### src/rtl/hilo_register.sv
// HI/LO result register behind the 32x32 multiplier: waits out the multiply
// latency, captures the 64-bit product and serves MFHI/MFLO reads.
//
// Ports:
//   clk, rst         clock; synchronous active-high reset
//   signal[2:0]      ALU control code shared with the multiplier
//   dataIn[63:0]     multiplier product, sampled only at the capture edge
//   hiOut, loOut     current HI / LO contents
//   dataOut          registered MFHI/MFLO read result
//   busy             multiply in flight
//   valid            HI/LO hold a completed product
module hilo_register #(
  parameter int unsigned MUL_CYCLES = 32,
  parameter logic [2:0]  SIG_MUL    = 3'b100,
  parameter logic [2:0]  SIG_MFHI   = 3'b101,
  parameter logic [2:0]  SIG_MFLO   = 3'b110
) (
  input  logic        clk,
  input  logic        rst,
  input  logic [2:0]  signal,
  input  logic [63:0] dataIn,
  output logic [31:0] hiOut,
  output logic [31:0] loOut,
  output logic [31:0] dataOut,
  output logic        busy,
  output logic        valid
);

  localparam int unsigned CW = $clog2(MUL_CYCLES) + 1;
  localparam logic [CW-1:0] CNT_LAST = CW'(MUL_CYCLES - 1);

  typedef enum logic [1:0] {
    IDLE = 2'd0,
    WAIT = 2'd1,
    DONE = 2'd2
  } state_e;

  state_e         state_q, state_d;
  logic [CW-1:0]  cnt_q, cnt_d;
  logic           mul_q, mul_d;
  logic [31:0]    hi_q, hi_d;
  logic [31:0]    lo_q, lo_d;
  logic [31:0]    dout_q, dout_d;
  logic           busy_q, busy_d;
  logic           valid_q, valid_d;

  logic is_mul;
  logic is_hi;
  logic is_lo;
  logic start;

  assign is_mul = (signal == SIG_MUL);
  assign is_hi  = (signal == SIG_MFHI);
  assign is_lo  = (signal == SIG_MFLO);
  // Only the rising edge of the multiply code starts a multiply,
  // so a held code is one operation.
  assign start  = is_mul && !mul_q;

  always_comb begin
    state_d = state_q;
    cnt_d   = cnt_q;
    mul_d   = is_mul;
    hi_d    = hi_q;
    lo_d    = lo_q;
    dout_d  = dout_q;
    busy_d  = busy_q;
    valid_d = valid_q;

    case (state_q)
      WAIT: begin
        if (start) begin
          // New multiply supersedes the in-flight one.
          cnt_d = '0;
        end else if (cnt_q == CNT_LAST) begin
          hi_d    = dataIn[63:32];
          lo_d    = dataIn[31:0];
          state_d = DONE;
          busy_d  = 1'b0;
          valid_d = 1'b1;
          cnt_d   = '0;
        end else begin
          cnt_d = cnt_q + 1'b1;
        end
      end
      IDLE, DONE: begin
        if (start) begin
          state_d = WAIT;
          cnt_d   = '0;
          busy_d  = 1'b1;
        end else begin
          unique case (1'b1)
            is_hi:   dout_d = hi_q;
            is_lo:   dout_d = lo_q;
            default: dout_d = dout_q;
          endcase
        end
      end
      default: begin
        state_d = IDLE;
        cnt_d   = '0;
        busy_d  = 1'b0;
      end
    endcase
  end

  always_ff @(posedge clk) begin
    if (rst) begin
      state_q <= IDLE;
      cnt_q   <= '0;
      mul_q   <= 1'b0;
      hi_q    <= '0;
      lo_q    <= '0;
      dout_q  <= '0;
      busy_q  <= 1'b0;
      valid_q <= 1'b0;
    end else begin
      state_q <= state_d;
      cnt_q   <= cnt_d;
      mul_q   <= mul_d;
      hi_q    <= hi_d;
      lo_q    <= lo_d;
      dout_q  <= dout_d;
      busy_q  <= busy_d;
      valid_q <= valid_d;
    end
  end

  assign hiOut   = hi_q;
  assign loOut   = lo_q;
  assign dataOut = dout_q;
  assign busy    = busy_q;
  assign valid   = valid_q;

endmodule

### config.mk
export PLATFORM = sky130hd
export DESIGN_NAME = hilo_register
export DESIGN_NICKNAME = d
export VERILOG_FILES = /design/src/rtl/hilo_register.sv
export SDC_FILE = /design/constraint.sdc
export NUM_CORES = 1
export LEC_CHECK = 0
export ABC_CLOCK_PERIOD_IN_PS = 3300
export CAP_MARGIN = 20
export CORE_MARGIN = 4
export CORE_UTILIZATION = 40
export CTS_CLUSTER_SIZE = 10
export DETAILED_ROUTE_END_ITERATION = 10
export GPL_ROUTABILITY_DRIVEN = 0
export GPL_TIMING_DRIVEN = 0
export PLACE_DENSITY = 0.78
export SYNTH_ARGS = -nofsm -noshare
export SYNTH_HDL_FRONTEND = slang
export SYNTH_SLANG_ARGS = --single-unit
### constraint.sdc
create_clock -name clk -period 3.3 [get_ports clk]
set_input_delay 0.66 -clock clk [delete_from_list [all_inputs] [get_ports clk]]
set_output_delay 0.66 -clock clk [all_outputs]
set_load 0.02 [all_outputs]
## Word-level counts from Yosys, hierarchy flattened

Cells that the tools add are included.

| word-level totals | value |
|---|---|
| flip-flop bits (word level) | 107 |
| output and inout bits | 98 |

| operators by class | value |
|---|---|
| $add $sub $neg | 1 |
| equal/unequal tests | 9 |
| muxes and demuxes | 13 |
| bitwise gates (word level) | 1 |
| reduce and logical (&&, ||, !) cells | 8 |

Operators with widths:

| cell | number |
|---|---|
| case mux 32 bit (2 select lines) | 1 |
| 2-to-1 mux 6 bit | 3 |
| case mux 6 bit (2 select lines) | 1 |
| == test 3 bit (second input constant) | 3 |
| AND reduction 3 bit | 3 |
| adder 6 x 1 -> 6 bit (second input constant) | 1 |
| == test 6 x 5 -> 1 bit (second input constant) | 1 |
| 2-to-1 mux 2 bit | 3 |
| != test 2 bit (second input constant) | 3 |
| case mux 2 bit (2 select lines) | 1 |
| 2-to-1 mux 1 bit | 3 |
| == test 2 x 1 -> 1 bit (second input constant) | 1 |
| == test 2 bit (second input constant) | 1 |
| zero test 2 bit | 1 |
| case mux 1 bit (2 select lines) | 1 |
| nonzero test 2 bit | 1 |
| OR reduction 2 bit | 1 |
| logical AND 1 bit | 1 |
| zero test 1 bit | 1 |
| inverter 1 bit | 1 |

## Longest topological paths before layout

| depth | value |
|---|---|
| word-level depth | 4 |
| depth in mapped cells | 7 |

## Worst setup path after synthesis

OpenSTA, ideal clock, no wires.

| path | value |
|---|---|
| kind | input -> register |
| from | input signal[1] |
| to | register valid_q (netlist: valid) |
| data arrival time | 1.676 ns |
| data required time | 3.185 ns |
| path slack | 1.510 ns |
| stages on the path | 5 |
| path buffers | 2 |
| cell sequence | nor4b_4 -> nor4_4 -> buf_6 -> buf_12 -> o21ba_1 |

| on the way | value |
|---|---|
| word-level cells in the longest chain between the ends | 4 |

Ends and longest elaborated chain:

| item | RTL line | text |
|---|---|---|
| start, declared | 20 | `input logic [2:0] signal,` |
| == test 3 bit | 52 | `assign is_mul = (signal == SIG_MUL);` |
| logical AND 1 bit | 57 | `assign start = is_mul && !mul_q;` |
| inverter 1 bit (no source line) | -- |  |
| AND reduction 3 bit (no source line) | -- |  |
| end signal, assigned | 124 | `valid_q <= valid_d;` |
| end, declared | 45 | `logic valid_q, valid_d;` |

No other way between the ends.
A chain may end at the register's enable or synchronous reset.

## Final worst setup path

Ends and elaborated chain as after synthesis.

==> results.tsv <==
metric	value	unit
crit path max fanout	10	
Sink Count	107	
Post-DRT Antenna Nets	0	
Post-synth EDFFs	0	
count of cell types in the netlist	37	
critical path type	in -> reg	
Min-Delay Path Class	reg -> reg	
synthesis-to-layout area growth	43.7	%
DR DRC count	0	
Worst Clk Skew	7.18	ps
crit-path cells	clkdlybuf4s50_1, nor4b_4, nor4_4, buf_6, buf_12, o21ba_1	
CTS Root Cell	clkbuf_16	
Yosys reg bits	107	
top-level I/O count	167	
Total GRT Usage	19.7	%
Clock Latency Late Sink	340	ps
RSZ-0062 raised after global routing	no	
register area share after synthesis	44.1	%
Fmax	0.464	GHz
H-tree Lvls	3	
Least-Margin Pin Slew	592	ps
Netlist Area Pre-Place	4850	um^2
largest net degree at the start of global routing	16	
gr ovfl total	0	
Final setup viols	0	
dominant synthesized flop cell	dfxtp_1	
min-delay src	valid	
initial antenna violation count	0	
Power Total	2.77	mW
CP arrival	2390	ps
yosys synthesis warning count	0	
CTS tree	done	
register area	2140	um^2
Min-Delay Endpoint	valid	
Avg Cell Area, Syn	10.2	um^2
period utilisation layout	65.3	%
Leak	2.54	nW
ANT cells	0	
CTS Hold Bufs	0	
final hold vios	0	
Core Box Area	11700	um^2
clk slew on worst S/H paths	70	ps
area of the multi-input gates	2450	um^2
# rows	39	
Die Span Y	118	um
fin crit period	2150	ps
DRT Wirelength	13800	um
FF-to-FF setup slack	1390	ps
status	finished, final reports clean	
WL/cell	17.3	um
Synthesized Nets	547	
proportion of layout cells with a drive suffix above 1	5.78	%
DPL Wire Length	10300	um
count of input and output buffers	165	
Peak VDD IR	0.000211	V
Clock Tree Buf Depth	2	
die area	14000	um^2
Slew headroom	60.4	%
commonest non-fill, non-tap cell in the layout	clkdlybuf4s50_1	
chip width	118	um
Power Dens Cells	397	nW/um^2
Starting Density	41.6	%
crit path max-delay cell type	nor4b_4	
commonest cells after routing, fill and taps aside	clkdlybuf4s50_1, nand2b_1, dfxtp_1	
CP endpoint kind	register	
routed vias/inst	4.97	
final hold slack	478	ps
Fill cells	1020	
slowest stage delay, CP	620	ps
post_cts resized	0	
R2R Path Start	cnt_q[0]	
CP Data Required Time	3540	ps
vias in the first global route	4238	
Synth async-reset ratio	0	%
DRT iter0 DRCs	183	
CTS Buf Count	9	
R2R Path End	hiOut[1]	
Max Slew Vio Count	0	
first-pass GRT wire length	22600	um
layout net count	723	
Max Cap Viol	0	
Post-CTS Setup Repair Bufs	0	
router iterations before antenna repair	4	
CP startpoint kind	input pin	
setup_tns	0	ps
vias	3984	
hold-critical path depth	1	
Reg2Reg Depth	7	
cell count after synthesis	477	
-- cells in the mapped netlist (3+ instances only) --
cell type / number / area share, %
nand2b_1: 129 / 17
dfxtp_1: 107 / 44
mux2i_1: 97 / 20
nor2_1: 37 / 2.9
a211oi_1: 34 / 5.3
clkbuf_1: 18 / 1.4
buf_2: 8 / 0.82
buf_12: 5 / 2.1
buf_4: 5 / 0.77
a21oi_1: 4 / 0.41
xor2_1: 3 / 0.54
-- worst max-delay path: cells and delay by family --
kind	cells	cell delay, ps
compound gates	1	160
simple gates	2	690
buf+inv	3	870
-- where the power goes --
part,switching (mW),internal (mW),leakage (nW)
registers,0.0202,1.33,0.867
logic,0.174,0.199,1.52
clock network,0.460,0.595,0.146
total,0.654,2.12,2.54
-- layout make-up --
type,count,share of cell area (%)
multi-input combinational,331,35.1
tap,143,2.56
sequential,107,30.7
timing repair buffer,165,23.7
clock buffer,15,4.12
buffer,37,3.68
inverter,2,0.108
clock inverter,1,0.0717
-- worst max-delay path by stage --
stage	startpoint	endpoint	cells past startpoint
finish	signal[1]	valid	6
global route	signal[1]	valid	6
CTS	signal[1]	valid	6
detailed placement	signal[1]	valid	6
global placement	signal[1]	valid	6
floorplan	signal[1]	valid	5
-- per-layer routing --
layer	wire length (um)	part of all wire [%]	GRT usage, %
met5	0	0	0
met4	245	1.8	6.59
met3	588	4.3	3.39
met2	6730	49	33.9
met1	6270	45	25.1
-- state kept, by name, indices dropped and copies added (netlist names) --
| signal | count |
|---|---|
| valid | 1 |
| dataOut | 32 |
| state_q | 2 |
| cnt_q | 6 |
| busy | 1 |
| mul_q | 1 |
| loOut | 32 |
| hiOut | 32 |
-- kinds of logic after synthesis --
| family | synth area share, % |
|---|---|
| AO/OA/AOI/OAI | 7.04 |
| XOR/XNOR | 0.722 |
| adder cells (fa/ha/maj) | 0.258 |
| buffers and inverters | 5.44 |
| flip-flops | 44.1 |
| multiplexers | 20.0 |
| AND/OR/NAND/NOR | 22.4 |
-- through the flow --
step	cells	cell area (um^2)	worst slack [ps]	util (%)
6_report	801	6980	1150	59.8
4_1_cts	801	6980	1140	59.8
3_3_place_gp	785	6690	821	57.3
5_1_grt	801	6980	1050	59.8
3_5_place_dp	785	6690	803	57.3
2_1_floorplan	477	4850	1510	-
Note: power is estimated with default switching activity, not from simulation.
==> edit 1, RTL diff (config.mk and constraints unchanged) <==
Put one more register stage on the output `dataOut`, without a reset. The value now appears one clock later. The other outputs are not delayed to match. Comments in the files are not updated.
--- a/src/rtl/hilo_register.sv
+++ b/src/rtl/hilo_register.sv
@@ -127,7 +127,9 @@
 
   assign hiOut   = hi_q;
   assign loOut   = lo_q;
-  assign dataOut = dout_q;
+  always_ff @(posedge clk) begin
+    dataOut <= dout_q;
+  end
   assign busy    = busy_q;
   assign valid   = valid_q;
 
Check against the original RTL: same outputs for any inputs over 10 cycles, from zero or initial values and one cycle with rst high; that may be too few to reach the edited logic, so the function may still have changed.
==> edit 1 against the original RTL <==
  * Worst setup slack lost 210 ps
  * Sequential cell count grew 32
  * Sequential power grew 31%
  * Final area grew 3.6%
  * Combinational power shrank 15%
  * Synthesized cell count grew 8.4%
  * Wire length grew 1.1%
  * Synthesized area shrank 1.7%
  * Power grew 46%
  * Critical path type unchanged
==> edit 1: results (changes against the original RTL) <==
Clock network
The maximum number of buffers from clock root to sink is 2 (unchanged). The post-cts sizing count is 0 (unchanged). The CTS H-tree depth is 4 (+1). The insertion delay to the later sink of the worst-skew pair came to 400 ps (+60 ps).

The number of buffers inserted during clock tree synthesis is 17 (+8). The number of buffers added for setup after CTS came to 0 (unchanged). After clock tree synthesis, the clock-pin slew on the worst setup and hold paths is about 60 ps. The master cell of the clock root buffer is sky130_fd_sc_hd__clkbuf_16.

Setup path
The dominant delay contributor by cell family on the critical path is buffers and inverters. The top fanout value on the critical path is 10 (unchanged). The worst-path cell with the longest stage delay is sky130_fd_sc_hd__nor4b_4. The largest incremental delay on the critical path came to 580 ps (-40 ps).

Pwr
The switching power is 0.9178 mW (+40%). The largest voltage drop on the vdd net was 0.3399 mV (+61%). The portion of total power attributed to the clock network was 48.6% (+11 points). The share of total power consumed by net switching is 22.62% (-0.96 points). The sequential share of power came to 43.6% (-4.9 points). The leakage power came to 2.701 nW (+6.5%).

Worst hold path
The tightest min-delay check is of the register to register type.

Finish
The final non-filler cell total is 857 (+7.0%). The share of final-layout standard cells stronger than drive strength 1 is 7.843% (+2.1 points). The final net count is 771 (+6.6%). The number of diodes added for antenna fixing is 0 (unchanged).

Synth
The post-synth net total was 587 (+7.3%). The number of synthesized flops with an enable pin is 0 (unchanged). In the post-synthesis netlist, the biggest area contributors are sky130_fd_sc_hd__dfxtp_1 58%, sky130_fd_sc_hd__nand2_1 10%, sky130_fd_sc_hd__a21oi_1 7.3%. The most common flop cell mapped by yosys is sky130_fd_sc_hd__dfxtp_1. The synthesis warning total is 0 (unchanged).

The number of instances in the synthesized netlist is 517 (+8.4%). The fraction of registers with async set or reset after synthesis is 0% (unchanged). The register area share after synthesis is 58.31% (+14 points). The count of unique library cells instantiated by Yosys came to 35 (-5.4%). After synthesis, the most frequently instantiated cells are 139 x sky130_fd_sc_hd__dfxtp_1, 131 x sky130_fd_sc_hd__nand2_1, 70 x sky130_fd_sc_hd__a21oi_1.

Drt
The first-pass iteration count of the detailed router was 5 (+1). The detail-routed via count per cell is 5.063 (+1.8%). The final routed wire length divided by cell count was 16.31 um (-5.5%). The number of DRC markers in iteration 0 is 224 (+22%).

Placement
The total of buffers placed on input and output ports is 165 (unchanged). The HPWL reported at the end of detailed placement is 10.26 mm (about the same). The total cell area at the placement stage is 6603 sq um (-1.2%). The pre-CTS setup slack is 544.0 ps (-259.4 ps). The cell total after placement is 825 (+5.1%).

Outcome
The flow ran to the end, and the final reports show no timing, DRC or antenna violations.

Timing
The max-slew headroom at the worst pin is 59.09% (-1.3 points). The setup clock skew after layout was 10.61 ps (+3.428 ps).

GRT
The total routing resource utilization after global routing is 20.45% (+0.72 points). The first-pass GRT wire length is 21.90 mm (-2.9%). The number of antenna violations at the first check in global routing is 0 (unchanged). The maximum number of pins on one net before global-route repair came to 17 (+1). The number of global-route vias before repair is 4347 (+2.6%).
[edit 1: cell types whose count changed after synthesis, moves of 12 or more]
cell / before / now
sky130_fd_sc_hd__a21oi_1: 4 / 70
sky130_fd_sc_hd__buf_2: 8 / 20
sky130_fd_sc_hd__nand2b_1: 129 / 2
sky130_fd_sc_hd__nand2_1: 2 / 131
sky130_fd_sc_hd__mux2i_1: 97 / 33
sky130_fd_sc_hd__dfxtp_1: 107 / 139
[edit 1: logic make-up (layout without fill, tap and decap cells)]
group / Yosys count / in the layout / synth area share [%]
compound gates: 112 / 112 / 13.97
xor+xnor: 1 / 1 / 0.1836
fa+ha+maj: 1 / 1 / 0.2622
buf+inv: 39 / 236 / 3.671
flops: 139 / 139 / 58.31
mux: 33 / 33 / 6.922
simple gates: 192 / 192 / 16.68
[edit 1: path summary, 6_finish.rpt]
kind | start | end | slack [ps] | depth (start not counted)
hold / removal | dout_q[5] | dataOut[5] | 340 | 0
setup reg to reg | cnt_q[0] | hiOut[22] | 1300 | 7
hold reg to reg | dout_q[5] | dataOut[5] | 340 | 0
setup / recovery | signal[1] | hiOut[22] | 930 | 7
[edit 1: area by class of cell]
cell class                 instances  area, sq um
buffer                            38        171.4
clock buffer                      19        442.9
clock inverter                    13        180.2
fill                             974         4339
inverter                           1        3.754
multi-input combinational        339         1814
sequential                       139         2783
tap                              143        178.9
timing repair buffer             165         1652
[edit 1: routing by layer]
metal | GRT usage [%] | up-vias | wire (um)
met1 | 24.14 | 2045 | 5794
met2 | 36.16 | 149 | 7107
met5 | 0 | - | 0
met4 | 6.193 | 0 | 171
li1 | - | 2124 | -
met3 | 5.553 | 21 | 906
==> edit 2, RTL diff (config.mk and constraints unchanged) <==
Made on the original files. Set the parameter `MUL_CYCLES` to 128 (it was 32).
--- a/src/rtl/hilo_register.sv
+++ b/src/rtl/hilo_register.sv
@@ -10,7 +10,7 @@
 //   busy             multiply in flight
 //   valid            HI/LO hold a completed product
 module hilo_register #(
-  parameter int unsigned MUL_CYCLES = 32,
+  parameter int unsigned MUL_CYCLES = 128,
   parameter logic [2:0]  SIG_MUL    = 3'b100,
   parameter logic [2:0]  SIG_MFHI   = 3'b101,
   parameter logic [2:0]  SIG_MFLO   = 3'b110
Behaviour: same outputs for any inputs over 10 cycles, from zero or initial values and one cycle with rst high; that may be too few to reach the edited logic, so the function may still have changed.
==> edit 2 against the original RTL <==
  * First-iteration DRC count grew to 2.5 times the old value
  * Power is 11% lower
  * Clock power is 28% lower
  * Sequential cell count is 2 higher
  * Worst setup slack worse by 220 ps
  * Count of clock-buffer cells in the layout is 5 lower
  * Final area is 7.6% lower
  * Critical path depth stayed put
  * Wire length is 6.4% higher
  * Synthesized area is 8.5% lower
  * Largest cell class is now sequential cells
==> edit 2: results (changes against the original RTL) <==
Outcome
The flow ran to the end, and the final reports show no timing, DRC or antenna violations.

Drt
The detail-routed via count per cell is 5.570 (+12%). The wire length after detailed routing is 14.71 mm (+6.4%). The number of DRC markers in iteration 0 came to 458 (+150%).

The count of nets left with antenna violations after detail routing is 0 (unchanged). The first-pass iteration count of the detailed router is 5 (+1).

Placement
The total cell area at the placement stage was 6267 sq um (-6.3%). The pre-CTS setup slack is 573.2 ps (-230.2 ps).

Setup path
The number of cells on the worst reg-to-reg path is 7 (unchanged). The startpoint of the worst-slack reg-to-reg timing path is cnt_q[0]. The arrival time reported for the critical path endpoint came to 2610 ps (+220 ps). The endpoint of the worst-slack reg-to-reg timing path is hiOut[31]. The end point of the critical path is cnt_q[1]. The largest incremental delay on the critical path is 600 ps (-20 ps). The minimum setup slack among reg-to-reg paths is 1300 ps (-90 ps).

Synth
By count the netlist is led by 109 x sky130_fd_sc_hd__dfxtp_1, 69 x sky130_fd_sc_hd__a21oi_1, 65 x sky130_fd_sc_hd__nand3_1. The post-synth net total came to 571 (+4.4%). The number of instances in the synthesized netlist is 501 (+5.0%). The register area share after synthesis is 49.14% (+5.0 points). The count of unique library cells instantiated by Yosys is 35 (-5.4%). The cell type with the largest total area after synthesis is sky130_fd_sc_hd__dfxtp_1.

Timing
The post-route clock period utilization is 72.02% (+6.7 points). The slew at the pin with the worst max-slew slack is 602.0 ps (+10.25 ps).

Clock network
The insertion delay to the later sink of the worst-skew pair is 370 ps (+30 ps). The master cell of the clock root buffer is sky130_fd_sc_hd__clkbuf_8.

Finish
The share of final-layout standard cells stronger than drive strength 1 is 6.314% (+0.54 points). The multi-input combinational cell area is 1998 sq um (-18%). The final net count came to 747 (+3.3%). The fill cell total of the finished layout was 947 (-7.2%).

GRT
The total routing resource utilization after global routing was 22.87% (+3.1 points). The maximum number of pins on one net before global-route repair is 19 (+3). The first-pass GRT wire length came to 23.54 mm (+4.4%).

Pwr
The leakage power was 2.266 nW (-11%). The design internal power was 1.821 mW (-14%). The largest voltage drop on the vdd net is 0.2091 mV (-0.92%).
==> edit 2: metal layers <==
| layer | vias up | track usage (%) | wire (um) |
|---|---|---|---|
| met4 | 0 | 9.295 | 361 |
| met3 | 31 | 5.668 | 1107 |
| met1 | 2180 | 28.56 | 6045 |
| li1 | 2163 | - | - |
| met2 | 199 | 37.84 | 7198 |
| met5 | - | 0 | 0 |
==> edit 2: layout make-up <==
cell class	instances	area share, %
sequential	109	33.83
multi-input combinational	338	30.98
timing repair buffer	165	25.61
buffer	53	3.977
tap	140	2.716
clock buffer	10	2.134
clock inverter	5	0.6984
inverter	1	0.05820
==> edit 2: power by group through the flow <==
stage               Clock (mW)  Sequential [mW]  Combinational, mW
finish                   0.761             1.37              0.355
global route             0.823             1.37              0.379
CTS                      0.773             1.37              0.354
detailed placement           0             1.40              0.351
global placement             0             1.40              0.345
floorplan                    0             1.43              0.122
==> edit 2: worst min-delay path by stage <==
stage,cells after the start,end,start
floorplan,2,cnt_q[5],cnt_q[5]
global route,2,loOut[6],loOut[6]
CTS,2,valid,valid
global placement,2,valid,valid
finish,2,valid,valid
detailed placement,2,valid,valid
==> edit 2: cells by family (layout without fill, tap and decap cells) <==
family	after synthesis	after routing	synth area share (%)
compound gates	178	178	22.54
xor+xnor	5	5	0.9861
fa+ha+maj	1	1	0.2817
buf+inv	54	234	5.861
flops	109	109	49.14
mux	32	32	7.213
simple gates	122	122	13.98
==> edit 2: worst min-delay path, cell delays in order, from the launching register on <==
cell and delay [ps]:
sky130_fd_sc_hd__dfxtp_1 340, sky130_fd_sc_hd__a21oi_1 40, sky130_fd_sc_hd__nor2_1 70
